**src/rtl/hazard_pkg.sv**
```systemverilog
// Shared types for the pipeline hazard unit: syscall FSM states and forward-select codes.
// Forward selects drive the Execute operand muxes directly; no latency or backpressure.
package hazard_pkg;

  typedef enum logic [1:0] {
    S_IDLE  = 2'b00,
    S_DRAIN = 2'b01,
    S_GO    = 2'b10
  } sysState_t;

  localparam logic [1:0] FWD_RF = 2'b00;
  localparam logic [1:0] FWD_W  = 2'b01;
  localparam logic [1:0] FWD_M  = 2'b10;

endpackage

```
**src/rtl/hazard_ctrl_if.sv**
```systemverilog
// Pipeline-to-hazard-unit bundle: stage register IDs and enables in, stall/flush/forward controls out.
// Purely wire-level; the hazard unit answers in the same cycle and applies no backpressure.
interface hazard_ctrl_if #(
  parameter int REG_AW = 4
);
  logic [REG_AW-1:0] RsD;
  logic [REG_AW-1:0] RtD;
  logic              BranchD;
  logic              SyscallD;
  logic [REG_AW-1:0] RsE;
  logic [REG_AW-1:0] RtE;
  logic [REG_AW-1:0] WriteRegE;
  logic              MemtoRegE;
  logic              RegWriteE;
  logic              McStartE;
  logic [REG_AW-1:0] WriteRegM;
  logic              MemtoRegM;
  logic              RegWriteM;
  logic [REG_AW-1:0] WriteRegW;
  logic              RegWriteW;

  logic              StallF;
  logic              StallD;
  logic              StallE;
  logic              FlushE;
  logic [1:0]        ForwardAE;
  logic [1:0]        ForwardBE;
  logic              SyscallGoD;
  logic              McBusy;

  modport master (
    output RsD, RtD, BranchD, SyscallD,
    output RsE, RtE, WriteRegE, MemtoRegE, RegWriteE, McStartE,
    output WriteRegM, MemtoRegM, RegWriteM,
    output WriteRegW, RegWriteW,
    input  StallF, StallD, StallE, FlushE,
    input  ForwardAE, ForwardBE, SyscallGoD, McBusy
  );

  modport slave (
    input  RsD, RtD, BranchD, SyscallD,
    input  RsE, RtE, WriteRegE, MemtoRegE, RegWriteE, McStartE,
    input  WriteRegM, MemtoRegM, RegWriteM,
    input  WriteRegW, RegWriteW,
    output StallF, StallD, StallE, FlushE,
    output ForwardAE, ForwardBE, SyscallGoD, McBusy
  );

endinterface

```
**src/rtl/mc_busy_counter.sv**
```systemverilog
// Occupancy counter for the multi-cycle Execute unit; busy rises the cycle after an accepted start.
// Starts arriving while busy are dropped, so the unit is never re-armed mid-operation.
module mc_busy_counter #(
  parameter int MC_LAT = 4
) (
  input  logic clk,
  input  logic rst,
  input  logic start,
  output logic busy
);

  // The start cycle itself counts toward MC_LAT, so only MC_LAT-1 extra cycles are held.
  localparam logic [3:0] LOAD_VAL = 4'(MC_LAT - 1);

  logic [3:0] mcCnt;

  always_ff @(posedge clk or posedge rst) begin
    if (rst) begin
      mcCnt <= '0;
    end else if (mcCnt == '0) begin
      if (start) begin
        mcCnt <= LOAD_VAL;
      end
    end else begin
      mcCnt <= mcCnt - 4'd1;
    end
  end

  assign busy = (mcCnt != '0);

endmodule

```
**src/rtl/hazard_ctrl.sv**
```systemverilog
// Hazard unit: operand forwarding, load-use/branch/syscall stalls, multi-cycle Execute hold.
// Controls are combinational (zero latency); only the syscall FSM and busy counter are registered.
module hazard_ctrl
  import hazard_pkg::*;
#(
  parameter int REG_AW      = 4,
  parameter int ZERO_REG_EN = 1,
  parameter int MC_LAT      = 4,
  parameter int SYS_REG     = 1
) (
  input logic         clk,
  input logic         rst,
  hazard_ctrl_if.slave hz
);

  localparam logic [REG_AW-1:0] SYS_ID = REG_AW'(SYS_REG);

  sysState_t state;
  sysState_t stateNext;

  logic lwStall;
  logic branchStall;
  logic sysStall;
  logic pending;
  logic mcBusy;
  logic anyStall;

  // Register 0 is a constant source when hardwired, so it never creates a dependency.
  function automatic logic regHit(input logic [REG_AW-1:0] a, input logic [REG_AW-1:0] b);
    return (a == b) && ((a != '0) || (ZERO_REG_EN == 0));
  endfunction

  function automatic logic [1:0] fwdSel(input logic [REG_AW-1:0] src);
    if (hz.RegWriteM && regHit(src, hz.WriteRegM)) begin
      return FWD_M;
    end else if (hz.RegWriteW && regHit(src, hz.WriteRegW)) begin
      return FWD_W;
    end
    return FWD_RF;
  endfunction

  assign hz.ForwardAE = fwdSel(hz.RsE);
  assign hz.ForwardBE = fwdSel(hz.RtE);

  assign lwStall = hz.MemtoRegE & hz.RegWriteE &
                   (regHit(hz.RsD, hz.WriteRegE) | regHit(hz.RtD, hz.WriteRegE));

  // Branches resolve in Decode, so an ALU result still in E or a load still in M is not yet usable.
  assign branchStall = hz.BranchD &
                       ((hz.RegWriteE & (regHit(hz.RsD, hz.WriteRegE) | regHit(hz.RtD, hz.WriteRegE))) |
                        (hz.MemtoRegM & (regHit(hz.RsD, hz.WriteRegM) | regHit(hz.RtD, hz.WriteRegM))));

  assign pending = (hz.RegWriteE & (hz.WriteRegE == SYS_ID)) |
                   (hz.RegWriteM & (hz.WriteRegM == SYS_ID)) |
                   (hz.RegWriteW & (hz.WriteRegW == SYS_ID));

  mc_busy_counter #(
    .MC_LAT (MC_LAT)
  ) mcCounter (
    .clk   (clk),
    .rst   (rst),
    .start (hz.McStartE),
    .busy  (mcBusy)
  );

  always_ff @(posedge clk or posedge rst) begin
    if (rst) begin
      state <= S_IDLE;
    end else begin
      state <= stateNext;
    end
  end

  always_comb begin
    stateNext = state;
    unique case (state)
      S_IDLE: begin
        if (hz.SyscallD) begin
          stateNext = pending ? S_DRAIN : S_GO;
        end
      end
      S_DRAIN: begin
        if (!hz.SyscallD) begin
          stateNext = S_IDLE;
        end else if (!pending) begin
          stateNext = S_GO;
        end
      end
      S_GO:    stateNext = S_IDLE;
      default: stateNext = S_IDLE;
    endcase
  end

  always_comb begin
    hz.SyscallGoD = (state == S_GO);
    sysStall      = hz.SyscallD & (state != S_GO);
  end

  assign anyStall   = lwStall | branchStall | sysStall;
  assign hz.McBusy  = mcBusy;
  assign hz.StallE  = mcBusy;
  assign hz.StallF  = anyStall | mcBusy;
  assign hz.StallD  = anyStall | mcBusy;
  // A bubble would discard the op the busy unit is still executing; hold E instead.
  assign hz.FlushE  = anyStall & ~mcBusy;

endmodule
```
**src/flat_wrapper.sv**
```systemverilog
// flat-port wrapper written by rule: the top's interface ports become plain ports
module hazard_ctrl_flat import hazard_pkg::*;
#(
  parameter int REG_AW      = 4,
  parameter int ZERO_REG_EN = 1,
  parameter int MC_LAT      = 4,
  parameter int SYS_REG     = 1
)
  (clk, rst, hz_RsD, hz_RtD, hz_BranchD, hz_SyscallD, hz_RsE, hz_RtE, hz_WriteRegE, hz_MemtoRegE, hz_RegWriteE, hz_McStartE, hz_WriteRegM, hz_MemtoRegM, hz_RegWriteM, hz_WriteRegW, hz_RegWriteW, hz_StallF, hz_StallD, hz_StallE, hz_FlushE, hz_ForwardAE, hz_ForwardBE, hz_SyscallGoD, hz_McBusy);
  hazard_ctrl_if #(.REG_AW(REG_AW)) hz_i ();
  input logic clk;
  input logic rst;
  input wire logic [$bits(hz_i.RsD)-1:0] hz_RsD;
  input wire logic [$bits(hz_i.RtD)-1:0] hz_RtD;
  input wire logic [$bits(hz_i.BranchD)-1:0] hz_BranchD;
  input wire logic [$bits(hz_i.SyscallD)-1:0] hz_SyscallD;
  input wire logic [$bits(hz_i.RsE)-1:0] hz_RsE;
  input wire logic [$bits(hz_i.RtE)-1:0] hz_RtE;
  input wire logic [$bits(hz_i.WriteRegE)-1:0] hz_WriteRegE;
  input wire logic [$bits(hz_i.MemtoRegE)-1:0] hz_MemtoRegE;
  input wire logic [$bits(hz_i.RegWriteE)-1:0] hz_RegWriteE;
  input wire logic [$bits(hz_i.McStartE)-1:0] hz_McStartE;
  input wire logic [$bits(hz_i.WriteRegM)-1:0] hz_WriteRegM;
  input wire logic [$bits(hz_i.MemtoRegM)-1:0] hz_MemtoRegM;
  input wire logic [$bits(hz_i.RegWriteM)-1:0] hz_RegWriteM;
  input wire logic [$bits(hz_i.WriteRegW)-1:0] hz_WriteRegW;
  input wire logic [$bits(hz_i.RegWriteW)-1:0] hz_RegWriteW;
  output wire logic [$bits(hz_i.StallF)-1:0] hz_StallF;
  output wire logic [$bits(hz_i.StallD)-1:0] hz_StallD;
  output wire logic [$bits(hz_i.StallE)-1:0] hz_StallE;
  output wire logic [$bits(hz_i.FlushE)-1:0] hz_FlushE;
  output wire logic [$bits(hz_i.ForwardAE)-1:0] hz_ForwardAE;
  output wire logic [$bits(hz_i.ForwardBE)-1:0] hz_ForwardBE;
  output wire logic [$bits(hz_i.SyscallGoD)-1:0] hz_SyscallGoD;
  output wire logic [$bits(hz_i.McBusy)-1:0] hz_McBusy;
  assign hz_i.RsD = hz_RsD;
  assign hz_i.RtD = hz_RtD;
  assign hz_i.BranchD = hz_BranchD;
  assign hz_i.SyscallD = hz_SyscallD;
  assign hz_i.RsE = hz_RsE;
  assign hz_i.RtE = hz_RtE;
  assign hz_i.WriteRegE = hz_WriteRegE;
  assign hz_i.MemtoRegE = hz_MemtoRegE;
  assign hz_i.RegWriteE = hz_RegWriteE;
  assign hz_i.McStartE = hz_McStartE;
  assign hz_i.WriteRegM = hz_WriteRegM;
  assign hz_i.MemtoRegM = hz_MemtoRegM;
  assign hz_i.RegWriteM = hz_RegWriteM;
  assign hz_i.WriteRegW = hz_WriteRegW;
  assign hz_i.RegWriteW = hz_RegWriteW;
  assign hz_StallF = hz_i.StallF;
  assign hz_StallD = hz_i.StallD;
  assign hz_StallE = hz_i.StallE;
  assign hz_FlushE = hz_i.FlushE;
  assign hz_ForwardAE = hz_i.ForwardAE;
  assign hz_ForwardBE = hz_i.ForwardBE;
  assign hz_SyscallGoD = hz_i.SyscallGoD;
  assign hz_McBusy = hz_i.McBusy;
  hazard_ctrl #(.REG_AW(REG_AW), .ZERO_REG_EN(ZERO_REG_EN), .MC_LAT(MC_LAT), .SYS_REG(SYS_REG)) u_core (.clk(clk), .rst(rst), .hz(hz_i));
endmodule
```
**config.mk**
```make
export PLATFORM = sky130hd
export DESIGN_NAME = hazard_ctrl_flat
export DESIGN_NICKNAME = d
export VERILOG_FILES = /design/src/rtl/hazard_pkg.sv /design/src/rtl/hazard_ctrl_if.sv /design/src/rtl/mc_busy_counter.sv /design/src/rtl/hazard_ctrl.sv /design/src/flat_wrapper.sv
export SDC_FILE = /design/constraint.sdc
export NUM_CORES = 1
export LEC_CHECK = 0
export CAP_MARGIN = 25
export CORE_MARGIN = 2
export CORE_UTILIZATION = 35
export CTS_BUF_LIST = sky130_fd_sc_hd__clkbuf_4 sky130_fd_sc_hd__clkbuf_8
export CTS_CLUSTER_SIZE = 10
export DETAILED_ROUTE_END_ITERATION = 16
export PLACE_DENSITY_LB_ADDON = 0.3
export RECOVER_POWER = 25
export SKIP_CTS_REPAIR_TIMING = 1
export SLEW_MARGIN = 20
export SYNTH_ARGS = -nofsm -noshare
export SYNTH_HDL_FRONTEND = slang
export SYNTH_SLANG_ARGS = --single-unit
export TNS_END_PERCENT = 100
```
**constraint.sdc**
```tcl
create_clock -name clk -period 1.45 [get_ports clk]
set_clock_uncertainty 0.05 [all_clocks]
set_input_delay 0.145 -clock clk [delete_from_list [all_inputs] [get_ports clk]]
set_output_delay 0.145 -clock clk [all_outputs]
set_load 0.01 [all_outputs]
```
==> results of run 1 <==
==> flip-flops by register name (all words and copies together), names as in the netlist <==
name                    count
u_core.state                2
u_core.mcCounter.mcCnt      4
==> layer usage <==
metal / global-route usage [%] / vias up / share of wire [%]
met5: 0 / - / 0
met4: 9.83 / 0 / 1.9
met3: 2.30 / 7 / 5.7
met1: 24.3 / 490 / 40
li1: - / 512 / -
met2: 38.2 / 34 / 52
==> path summary, 6_finish.rpt <==
kind,startpoint,endpoint,slack [ps],cells after the start
worst max-delay path,u_core.mcCounter.mcCnt[0],hz_StallF,-230,6
worst min-delay path,rst,u_core.mcCounter.mcCnt[1],200,2
worst max register to register,u_core.mcCounter.mcCnt[0],u_core.mcCounter.mcCnt[1],30,7
worst min register to register,u_core.state[1],u_core.state[1],470,2
max in group asynchronous,rst,u_core.state[1],950,2
min in group clk,hz_WriteRegE[3],u_core.state[0],360,3
==> where the power goes <==
part	switching, mW	internal, mW
combinational	0.354	0.480
sequential	0.0328	0.227
clock	0.0653	0.0939
==> worst register-to-register path: stages (launching register included) <==
cell and delay (ps):
sky130_fd_sc_hd__dfrtp_1 380, sky130_fd_sc_hd__inv_2 80, sky130_fd_sc_hd__ha_4 130, sky130_fd_sc_hd__nand3b_1 140, sky130_fd_sc_hd__buf_4 170, sky130_fd_sc_hd__buf_4 150
sky130_fd_sc_hd__nor2_4 80, sky130_fd_sc_hd__mux2i_1 170
==> logic make-up after synthesis <==
kind of cell,synth area share [%]
buf+inv,8.49
simple gates,31.5
xor+xnor,25.9
flops,18.5
compound gates,12.8
mux,1.23
fa+ha+maj,1.54
==> placed cells by master, fill, tap and decap left out, drive strengths merged, types with 2 or more instances in the layout <==
cell           instances
nand2                  5
buf                   40
nor2                   3
clkdlybuf4s50          5
nand3                  4
dlymetal6s2s          25
a2111oi                2
nand3b                 3
inv                    4
or3                    4
clkbuf                 6
xor2                   4
xnor2                 20
a21oi                  9
dfrtp                  6
nand4                  6
nor3                  14
==> final cells by class <==
type	instances	area (sq um)
Inverter	4	15.0
Clock buffer	3	22.5
Multi-Input combinational cell	87	736
Fill cell	154	517
Tap cell	28	35.0
Timing Repair Buffer	74	716
Sequential cell	6	150
==> metrics by stage <==
stage                     area, sq um  power [mW]  setup slack [ps]
final                            1670        1.25              -235
after global placement           1440       0.944              -941
after CTS                        1460        1.15             -1060
after floorplan                   815       0.582             -85.0
after global routing             1670        1.34              -298
after detailed placement         1440       0.974             -1030
==> results.md, run 1 <==
- The flow ran to the end, but the final reports show violations.
- The final reports fail on setup timing.
- The critical path goes through inv_2 > ha_4 > nand3b_1 > buf_4 > nand3b_1 > buf_2.
- The clock latency at the later pin of the worst-skew pair is 250 ps.
- Across the run, the number of max-cap violations was 0.
- The non-filler instance count after layout is ~200.
- By count the netlist is led by sky130_fd_sc_hd__xnor2_1, sky130_fd_sc_hd__nor3_1, sky130_fd_sc_hd__a21oi_1.
- Synthesis inferred 6 register bits.
- The buffer cell driving the clock tree root is sky130_fd_sc_hd__clkbuf_4.
- The signed area change from the synthesized netlist to the final layout is 106%.
- The half-perimeter wire length after detailed placement is 2240 um.
- The chip height is about 52 um.
- The final sum of negative setup slack is -822 ps.
- STA classifies the critical path startpoint as a flip-flop.
- The placed instance count is between 150 and 200.
- The primary flip-flop cell chosen by synthesis mapping is sky130_fd_sc_hd__dfrtp_1.
- Once the floorplan was initialized, standard cells occupied a little under two fifths of the core.
- Across the VDD grid, the largest voltage drop is ~760 uV.
- The critical path contains buffers and inverters numbering 3 combined.
- The die footprint is 2720 sq um.
- The type of the most critical hold path is in2async.
- From left edge to right edge, the die measures between 50 and 60 um.
- Entering global routing, the biggest net connects 7 pins.
- The number of flops mapped to enable cells by yosys is 0.
- After detailed routing, the number of remaining DRC violations is 0.
- By instance count, the leading cell after synthesis is sky130_fd_sc_hd__xnor2_1.
- At the worst endpoint, the required time is ~1300 ps.
- The clock drives 6 sinks.
- The capturing element type of the critical path is an output pin.
- The number of global-route vias before repair was approximately 1,100.
- The synthesized netlist net count is 142.
- The mapped netlist covers 811 sq um.
- The net total in the final layout is around 220.
- The number of antenna violations at the first check in global routing is 0.
- The number of clock buffers inserted by TritonCTS is 3.
- The number of endpoints with negative hold slack in the final report came to 0.
- The library cell with the largest summed area after synthesis is sky130_fd_sc_hd__xnor2_1.
- The global-route usage over all layers is 21.0%.
- For the pin with the worst max-slew slack, the measured transition is 362 ps.
- The floorplan has 17 rows.
- The count of input and output buffers is between 40 and 50.
- After clock tree synthesis, the clock-pin slew on the worst setup and hold paths is 50 ps.
- The achievable frequency is 0.593 GHz.
- The number of max-slew violations in the final report is 0.
- The first global-routing pass estimated 4370 um of wire.
- For this run, the number of Yosys warnings is 0.
- The remaining max-slew budget at the tightest pin is 75.6%.
- The repair_antennas step left the layout with diodes totalling 0.
- For this design the static power due to leakage is a little under 0.9 nW.
- Of the cells placed in the final design, the portion with a size suffix greater than 1 is about two fifths.
- The maximum root-to-sink buffer count is 2.
- Setup repair after global routing could not meet its margin everywhere.
- In this run the remaining antenna-violating nets after routing total 0.
- The post-synthesis cell count is 103.
- After synthesis, the share of flip-flops with an asynchronous set or reset is 100%.
- The detailed-route vias per instance is between 5 and 6.
- The final critical-path share of the clock period is 116%.
- The sequential element share of the synthesized area is 18.5%.
- The congestion estimate from routability-driven global placement came to 1.00.
- The power per cell area is around 750 nW/um^2.
- The maximum cell stage delay along the critical path is between 300 and 400 ps.
- The data arrival time of the worst path is between 1000 and 1500 ps.
- The number of distinct library cell variants in the gate-level netlist after synthesis is 29.
- In the post-synthesis netlist, the biggest area contributors are sky130_fd_sc_hd__xnor2_1, sky130_fd_sc_hd__dfrtp_1, sky130_fd_sc_hd__nor3_1.
- The first routing iteration left 11 violations.
- The utilization after layout is roughly 76%.
- The total I/O pin count is 48.
- After global routing the overflow that remains totals 0.
- TritonCTS built the clock tree.
- The share of the synthesized area in the top cell type is between 20% and 30%.
- The library cell contributing the largest single delay on the critical path is sky130_fd_sc_hd__dfrtp_1.
- The minimum clock period after layout is 1680 ps.
- The most common cell type on the critical path is sky130_fd_sc_hd__nand3b_1.
- Each instance of the synthesized netlist takes up on average between 7 and 8 sq um.
- The dominant delay contributor by cell family on the critical path is buffers and inverters.
- The total detailed-routing wirelength is about 3000 um.
- The critical path in this run is classified as reg2out.
- Setup violations remaining at the end of the flow were counted as 5.
- The count of TritonRoute iterations in the first routing pass is 4.
- The maximum net fanout on the critical path is 3.
- The via count is approximately 1,000.
- Across all hold checks on the routed design, the worst slack comes to 201 ps.
- The number of levels the H-tree was split into is 1.
- The slack of the critical path is -235 ps.
- The core footprint is roughly 2200 sq um.
- Dividing the detail-routed wire length by the instance count gives around 15 um.
(Power assumes the default switching activity.)
==> run 2, diff against run 1 <==
CORE_MARGIN = default   (was 2)
HOLD_SLACK_MARGIN = 0.05   (was default)
==> run 2 against run 1 <==
The flow still finishes with violations (setup timing). Count of clock-buffer cells in the layout unchanged. Sequential share of layout area rose by 0.19 points. Power decreased by 7.4%. First-iteration DRC count is 27% higher. Non-clock buffer count increased by 1. Cell count is 0.50% higher. Routed wire length grew 2.0%.
==> results.md, run 2 (synthesis gave the netlist of run 1 again) <==
- Run status: finished, violations left (unchanged).
- Violated checks: setup timing (unchanged).
- The number of clock buffers inserted by TritonCTS came to 3 (unchanged).
- The via count is 1,048 (was 1,043).
- The placed instance count is 198 (was 195).
- The slack of the critical path is -164 ps (was -235 ps).
- The iteration-0 DRC count of the detailed router is 14 (was 11).
- The startpoint type of the worst setup path is an input port (was flip-flop).
- The data arrival time of the worst path is 1420 ps (was 1490 ps).
- The routability-driven placement congestion ratio is 0.902 (was 1.00).
- The achievable frequency is 0.620 GHz (was 0.593 GHz).
- The antenna diode count came to 0 (unchanged).
- The fill cell instance count of the final layout was 146 (was 154).
- The portion of total power attributed to combinational logic was 64.9% (was 66.6%).
- The most common library cell in the layout ignoring fill and taps is sky130_fd_sc_hd__buf_4 (unchanged).
- The maximum cell stage delay along the critical path is 380 ps (about the same).
- The largest net degree at the start of global routing came to 7 (unchanged).
- The sequential share of power came to 21.7% (was 20.7%).
- The area of the multi-input gates is 704 sq um (was 736 sq um).
- The maximum net fanout on the critical path is 3 (unchanged).
- The number of global-route vias before repair is 985 (was 1,073).
- The switching fraction of total power is 36.4% (was 36.1%).
- The flop-to-flop setup slack is 150 ps (was 30 ps).
- The utilization after layout is 74.8% (was 76.4%).
- The global-route usage over all layers is 21.1% (was 21.0%).
- Top flop regs: u_core.mcCounter.mcCnt: 4 flops, u_core.state: 2 flops (unchanged).
- The library cell contributing the largest single delay on the critical path was sky130_fd_sc_hd__or3_4 (was sky130_fd_sc_hd__dfrtp_1).
- The net total in the final layout was 216 (was 215).
- The count of TritonRoute iterations in the first routing pass is 4 (unchanged).
- The final routed DRC violation total was 0 (unchanged).
- The number of max-slew violations in the final report is 0 (unchanged).
- The die footprint was 2510 sq um (was 2720 sq um).
- The final sum of negative setup slack came to -472 ps (was -822 ps).
- The detailed-route vias per instance is 5.16 (about the same).
- The post-placement setup slack is -1000 ps (was -1030 ps).
- The capturing element type of the critical path is an output pin (unchanged).
- The non-filler instance count after layout came to 203 (was 202).
- The number of endpoints with negative hold slack in the final report is 0 (unchanged).
- The final hold slack is 196 ps (was 201 ps).
- The overflow left after global routing is 0 (unchanged).
- The clock sink total is 6 (unchanged).
- The path depth of the worst reg2reg path is 6 (was 7).
- The top layer used by detailed routing is met4 (unchanged).
- The fraction of final layout cells sized beyond drive strength 1 is 38.3% (was 41.4%).
- The buffer cell driving the clock tree root is sky130_fd_sc_hd__clkbuf_4 (unchanged).
- The count of input and output buffers came to 47 (unchanged).
- The power per cell area is 708 nW/um^2 (was 748 nW/um^2).
- The number of antenna violations at the first check in global routing came to 0 (unchanged).
- The half-perimeter wire length after detailed placement is 2100 um (was 2240 um).
- The routed wirelength normalized by instance count is 15.0 um (was 14.8 um).
- The clock tree from TritonCTS was yes (unchanged).
- The maximum root-to-sink buffer count is 2 (unchanged).
- The instance area at placement came to 1460 sq um (was 1440 sq um).
- The power after layout is 1.16 mW (was 1.25 mW).
- Cell-by-cell trace of the critical path: buf_6 > nor3_1 > or3_4 > a2111oi_4 > o41ai_2 > a21oi_1 > buf_2 (was inv_2 > ha_4 > nand3b_1 > buf_4 > nand3b_1 > buf_2).
- The clock slew at the register clock pins of the worst setup and hold paths came to 40 ps (was 50 ps).
- Setup repair after global routing missed its margin: yes (unchanged).
- The wire length of the first global-routing pass is 4080 um (was 4370 um).
- The antenna violation net count after detailed routing was 0 (unchanged).
- The transition time at the pin with the least slew margin is 315 ps (was 362 ps).
- The launching point of the worst reg2reg path is u_core.mcCounter.mcCnt[0] (unchanged).
- The leakage power figure is 0.849 nW (was 0.878 nW).
- The flip-flop count of the largest register after layout is 4 (unchanged).
- The width of the chip is 50.1 um (was 52.1 um).
- The final critical-path share of the clock period was 111% (was 116%).
- The total of endpoints with negative setup slack in the final report is 5 (unchanged).
- The data required time at the worst endpoint was 1250 ps (about the same).
- The remaining max-slew budget at the tightest pin is 78.8% (was 75.6%).
- The met3 wirelength from detailed routing was 140 um (was 169 um).
- The chip height came to 50.1 um (was 52.1 um).
- The number of levels the H-tree was split into is 1 (unchanged).
- The wire length the detailed router placed on met1 is 1250 um (was 1210 um).
- The total non-filler cell area in the finished layout is 1640 sq um (was 1670 sq um).
- The cell-internal power is 0.739 mW (was 0.800 mW).
- The core footprint is 2190 sq um (unchanged).
- The capture point of the worst reg-to-reg path is u_core.mcCounter.mcCnt[1] (unchanged).
- The fraction of power consumed by the clock network is 13.4% (was 12.7%).
- The total detailed-routing wirelength is 3050 um (was 2980 um).
- The total I/O pin count was 48 (unchanged).
- The clock latency at the later pin of the worst-skew pair came to 250 ps (about the same).
- The effective utilization at floorplan is 37.0% (unchanged).
- The cell row count is 17 (unchanged).
- The combined flip-flop and latch cell area is 150 sq um (unchanged).
- The minimum clock period after layout is 1610 ps (was 1680 ps).
- The peak ir drop on the vdd network is 666 uV (was 763 uV).
- The switching power is 0.422 mW (was 0.452 mW).
- The register containing the most flip-flops in the final layout is u_core.mcCounter.mcCnt (unchanged).
- The length of routed met2 wiring came to 1570 um (was 1550 um).
- The startpoint-to-endpoint class of the critical path is in2out (was reg2out).
- Most used cells in the layout excluding fill and tap cells: sky130_fd_sc_hd__buf_4, sky130_fd_sc_hd__dlymetal6s2s_1, sky130_fd_sc_hd__xnor2_1 (unchanged).
- The number of maximum-capacitance constraint violations is 0 (unchanged).
- The type of the most critical hold path is in2async (unchanged).
- The signed area change from the synthesized netlist to the final layout is 102% (was 106%).
[run 2: cell count changes in the layout (fill, tap and decap cells not counted), moves of 2 or more]
cell and delta:
sky130_fd_sc_hd__nor3_2 -4, sky130_fd_sc_hd__buf_6 -5, sky130_fd_sc_hd__buf_4 +2, sky130_fd_sc_hd__nor3_1 +4, sky130_fd_sc_hd__buf_8 +2
[run 2: metal layers]
layer / vias up / GRT usage, %
li1: 516 / -
met1: 483 / 24.7
met2: 38 / 37.8
met3: 11 / 2.73
met4: 0 / 9.52
met5: - / 0
[run 2: power by group through the flow]
stage          registers [mW]  clock network [mW]  logic (mW)
2_1_floorplan           0.252                   0       0.331
3_3_place_gp            0.247                   0       0.687
3_5_place_dp            0.249                   0       0.717
4_1_cts                 0.247               0.164       0.721
5_1_grt                 0.257               0.168       0.823
6_report                0.252               0.156       0.753
[run 2: layout make-up]
| type | count | area share (%) |
|---|---|---|
| Timing Repair Buffer | 75 | 43.4 |
| Tap cell | 28 | 2.14 |
| Sequential cell | 6 | 9.16 |
| Inverter | 4 | 0.916 |
| Multi-Input combinational cell | 87 | 43.0 |
| Clock buffer | 3 | 1.37 |
[run 2: worst max-delay path by stage]
stage                    start   endpoint
2_1_floorplan  hz_WriteRegM[3]  hz_StallF
3_3_place_gp   hz_WriteRegM[1]  hz_FlushE
3_5_place_dp   hz_WriteRegM[3]  hz_FlushE
4_1_cts        hz_WriteRegM[3]  hz_FlushE
5_1_grt              hz_RtD[2]  hz_FlushE
6_report             hz_RtD[2]  hz_FlushE
[run 2: worst max-delay path, delay by kind of cell]
family / cells / cell delay [ps]
simple gates: 2 / 430
compound gates: 3 / 610
buf+inv: 2 / 220
==> run 3, diff against run 2 <==
CORE_MARGIN = 1   (was default)
PLACE_DENSITY = 0.9   (was default)
PLACE_DENSITY_LB_ADDON = default   (was 0.3)
==> run 3 against run 2 <==
The flow still finishes with violations (setup timing). Largest cell class is now multi-input gates. Routed wire length is 13% higher. Global-route usage up 1.9 points. Hold slack gained 4.3 ps. Critical path type unchanged. Power increased by 0.49%.
==> results.md, run 3 (synthesis gave the netlist of run 1 again) <==
- The half-perimeter wire length after detailed placement is 2290 um (was 2100 um).
- The overflow left after global routing is 0 (unchanged).
- The leakage power figure is 0.870 nW (was 0.849 nW).
- The instance area at placement is 1440 sq um (was 1460 sq um).
- The net total in the final layout came to 212 (was 216).
- The total non-filler cell area in the finished layout is 1640 sq um (about the same).
- The register containing the most flip-flops in the final layout is u_core.mcCounter.mcCnt (unchanged).
- Violated checks: setup timing (unchanged).
- The number of global-route vias before repair is 1,122 (was 985).
- Setup repair after global routing missed its margin: yes (unchanged).
- The achievable frequency is 0.576 GHz (was 0.620 GHz).
- The number of endpoints with negative hold slack in the final report is 0 (unchanged).
- The critical path endpoint is hz_StallD (was hz_FlushE).
- The signed area change from the synthesized netlist to the final layout came to 102% (about the same).
- The total of endpoints with negative setup slack in the final report is 5 (unchanged).
- The startpoint type of the worst setup path is an input port (unchanged).
- The number of max-slew violations in the final report is 0 (unchanged).
- The utilization after layout is 74.7% (was 74.8%).
- Top flop regs: u_core.mcCounter.mcCnt: 4 flops, u_core.state: 2 flops (unchanged).
- The startpoint-to-endpoint class of the critical path is in2out (unchanged).
- The total I/O pin count was 48 (unchanged).
- The area of the multi-input gates is 726 sq um (was 704 sq um).
- The placed instance count is 196 (was 198).
- The clock slew at the register clock pins of the worst setup and hold paths was 40 ps (about the same).
- The capture point of the worst reg-to-reg path is u_core.mcCounter.mcCnt[1] (unchanged).
- The effective utilization at floorplan is 37.0% (unchanged).
- The non-filler instance count after layout came to 199 (was 203).
- The cell-internal power was 0.743 mW (was 0.739 mW).
- The worst setup path startpoint is hz_RtD[0] (was hz_RtD[2]).
- The routed wirelength normalized by instance count came to 17.3 um (was 15.0 um).
- The combined flip-flop and latch cell area came to 150 sq um (unchanged).
- The switching fraction of total power was 36.3% (was 36.4%).
- The data arrival time of the worst path is 1540 ps (was 1420 ps).
- The detailed-route vias per instance was 5.48 (was 5.16).
- The flip-flop count of the largest register after layout came to 4 (unchanged).
- The remaining max-slew budget at the tightest pin is 74.5% (was 78.8%).
- The count of input and output buffers is 47 (unchanged).
- The fraction of power consumed by the clock network is 13.1% (was 13.4%).
- The core footprint is 2190 sq um (unchanged).
- The number of levels the H-tree was split into is 1 (unchanged).
- The width of the chip was 50.1 um (unchanged).
- The via count is 1,091 (was 1,048).
- The transition time at the pin with the least slew margin was 379 ps (was 315 ps).
- The clock latency at the later pin of the worst-skew pair was 240 ps (was 250 ps).
- The sequential share of power is 21.0% (was 21.7%).
- The path depth of the worst reg2reg path is 6 (unchanged).
- The cell row count was 17 (unchanged).
- The antenna violation net count after detailed routing is 0 (unchanged).
- Run status: finished, violations left (unchanged).
- The switching power is 0.424 mW (was 0.422 mW).
- The fraction of final layout cells sized beyond drive strength 1 was 37.4% (was 38.3%).
- The total detailed-routing wirelength was 3450 um (was 3050 um).
- The most common library cell in the layout ignoring fill and taps was sky130_fd_sc_hd__dlymetal6s2s_1 (was sky130_fd_sc_hd__buf_4).
- The flop-to-flop setup slack came to 120 ps (was 150 ps).
- The largest net degree at the start of global routing is 7 (unchanged).
- The final routed DRC violation total is 0 (unchanged).
- The fill cell instance count of the final layout is 141 (was 146).
- The final critical-path share of the clock period came to 120% (was 111%).
- The count of TritonRoute iterations in the first routing pass is 4 (unchanged).
- The power after layout is 1.17 mW (was 1.16 mW).
- The data required time at the worst endpoint is 1250 ps (about the same).
- The clock tree from TritonCTS is yes (unchanged).
- The wire length of the first global-routing pass came to 4460 um (was 4080 um).
- The maximum root-to-sink buffer count is 2 (unchanged).
- The global-route usage over all layers was 23.0% (was 21.1%).
- The routability-driven placement congestion ratio is 0.985 (was 0.902).
- The power per cell area is 713 nW/um^2 (was 708 nW/um^2).
- The number of antenna violations at the first check in global routing was 0 (unchanged).
- The launching point of the worst reg2reg path is u_core.mcCounter.mcCnt[0] (unchanged).
- The slack of the critical path is -288 ps (was -164 ps).
- The peak ir drop on the vdd network is 755 uV (was 666 uV).
- The type of the most critical hold path is in2async (unchanged).
- The iteration-0 DRC count of the detailed router is 32 (was 14).
- The capturing element type of the critical path is an output pin (unchanged).
- The portion of total power attributed to combinational logic was 65.8% (was 64.9%).
- The buffer cell driving the clock tree root is sky130_fd_sc_hd__clkbuf_4 (unchanged).
- The number of clock buffers inserted by TritonCTS is 3 (unchanged).
- The chip height is 50.1 um (unchanged).
- The clock sink total is 6 (unchanged).
- The number of maximum-capacitance constraint violations is 0 (unchanged).
- The maximum net fanout on the critical path is 4 (was 3).
- Most used cells in the layout excluding fill and tap cells: sky130_fd_sc_hd__dlymetal6s2s_1, sky130_fd_sc_hd__buf_4, sky130_fd_sc_hd__xnor2_1 (was sky130_fd_sc_hd__buf_4, sky130_fd_sc_hd__dlymetal6s2s_1, sky130_fd_sc_hd__xnor2_1).
- The antenna diode count is 0 (unchanged).
- The minimum clock period after layout came to 1740 ps (was 1610 ps).
- The die footprint was 2510 sq um (unchanged).
- The post-placement setup slack is -1030 ps (was -1000 ps).
==> run 3: cell types whose count changed in the layout (fill, tap and decap cells not counted), moves of 3 or more <==
cell                             previous run  this run
sky130_fd_sc_hd__dlymetal6s2s_1            24        28
sky130_fd_sc_hd__nor3_2                     4         7
sky130_fd_sc_hd__buf_4                     29        24
sky130_fd_sc_hd__nor3_1                    10         7
==> run 3: power by group through the flow <==
stage | Combinational (mW) | Clock, mW | Sequential, mW
after floorplan | 0.331 | 0 | 0.252
after global placement | 0.715 | 0 | 0.247
after detailed placement | 0.754 | 0 | 0.247
after CTS | 0.762 | 0.158 | 0.245
after global routing | 0.832 | 0.164 | 0.250
final | 0.768 | 0.153 | 0.245
==> run 3: layout make-up <==
type / instances / share of cell area, %
Multi-Input combinational cell: 87 / 44.3
Sequential cell: 6 / 9.17
Tap cell: 28 / 2.14
Inverter: 4 / 0.917
Timing Repair Buffer: 71 / 42.0
Clock buffer: 3 / 1.38
==> run 3: metrics by stage <==
step,hold slack (ps),setup TNS (ps)
4_1_cts,64.1,-6520
5_1_grt,221,-1440
3_5_place_dp,326,-6070
2_1_floorplan,-114,-117
3_3_place_gp,319,-5520
6_report,201,-993
==> run 3: critical path, stage by stage <==
cell                        delay, ps
sky130_fd_sc_hd__clkbuf_2         130
sky130_fd_sc_hd__nor3_1           310
sky130_fd_sc_hd__or3_4            210
sky130_fd_sc_hd__a2111oi_4         60
sky130_fd_sc_hd__o41ai_2          370
sky130_fd_sc_hd__nand3b_1         150
sky130_fd_sc_hd__buf_2            170
==> run 3: worst min path at each step <==
| stage | startpoint | end | cells after the start |
|---|---|---|---|
| after floorplan | rst | u_core.mcCounter.mcCnt[0] | 1 |
| after global placement | rst | u_core.mcCounter.mcCnt[1] | 2 |
| after detailed placement | rst | u_core.mcCounter.mcCnt[1] | 2 |
| after CTS | rst | u_core.mcCounter.mcCnt[1] | 2 |
| after global routing | rst | u_core.mcCounter.mcCnt[1] | 2 |
| final | rst | u_core.mcCounter.mcCnt[1] | 2 |
==> run 3: layer usage <==
layer | global-route usage, % | up-vias | share of wire (%)
li1 | - | 502 | -
met1 | 22.6 | 510 | 36
met2 | 45.1 | 66 | 54
met3 | 3.33 | 13 | 7.4
met4 | 12.4 | 0 | 3.1
met5 | 0 | - | 0
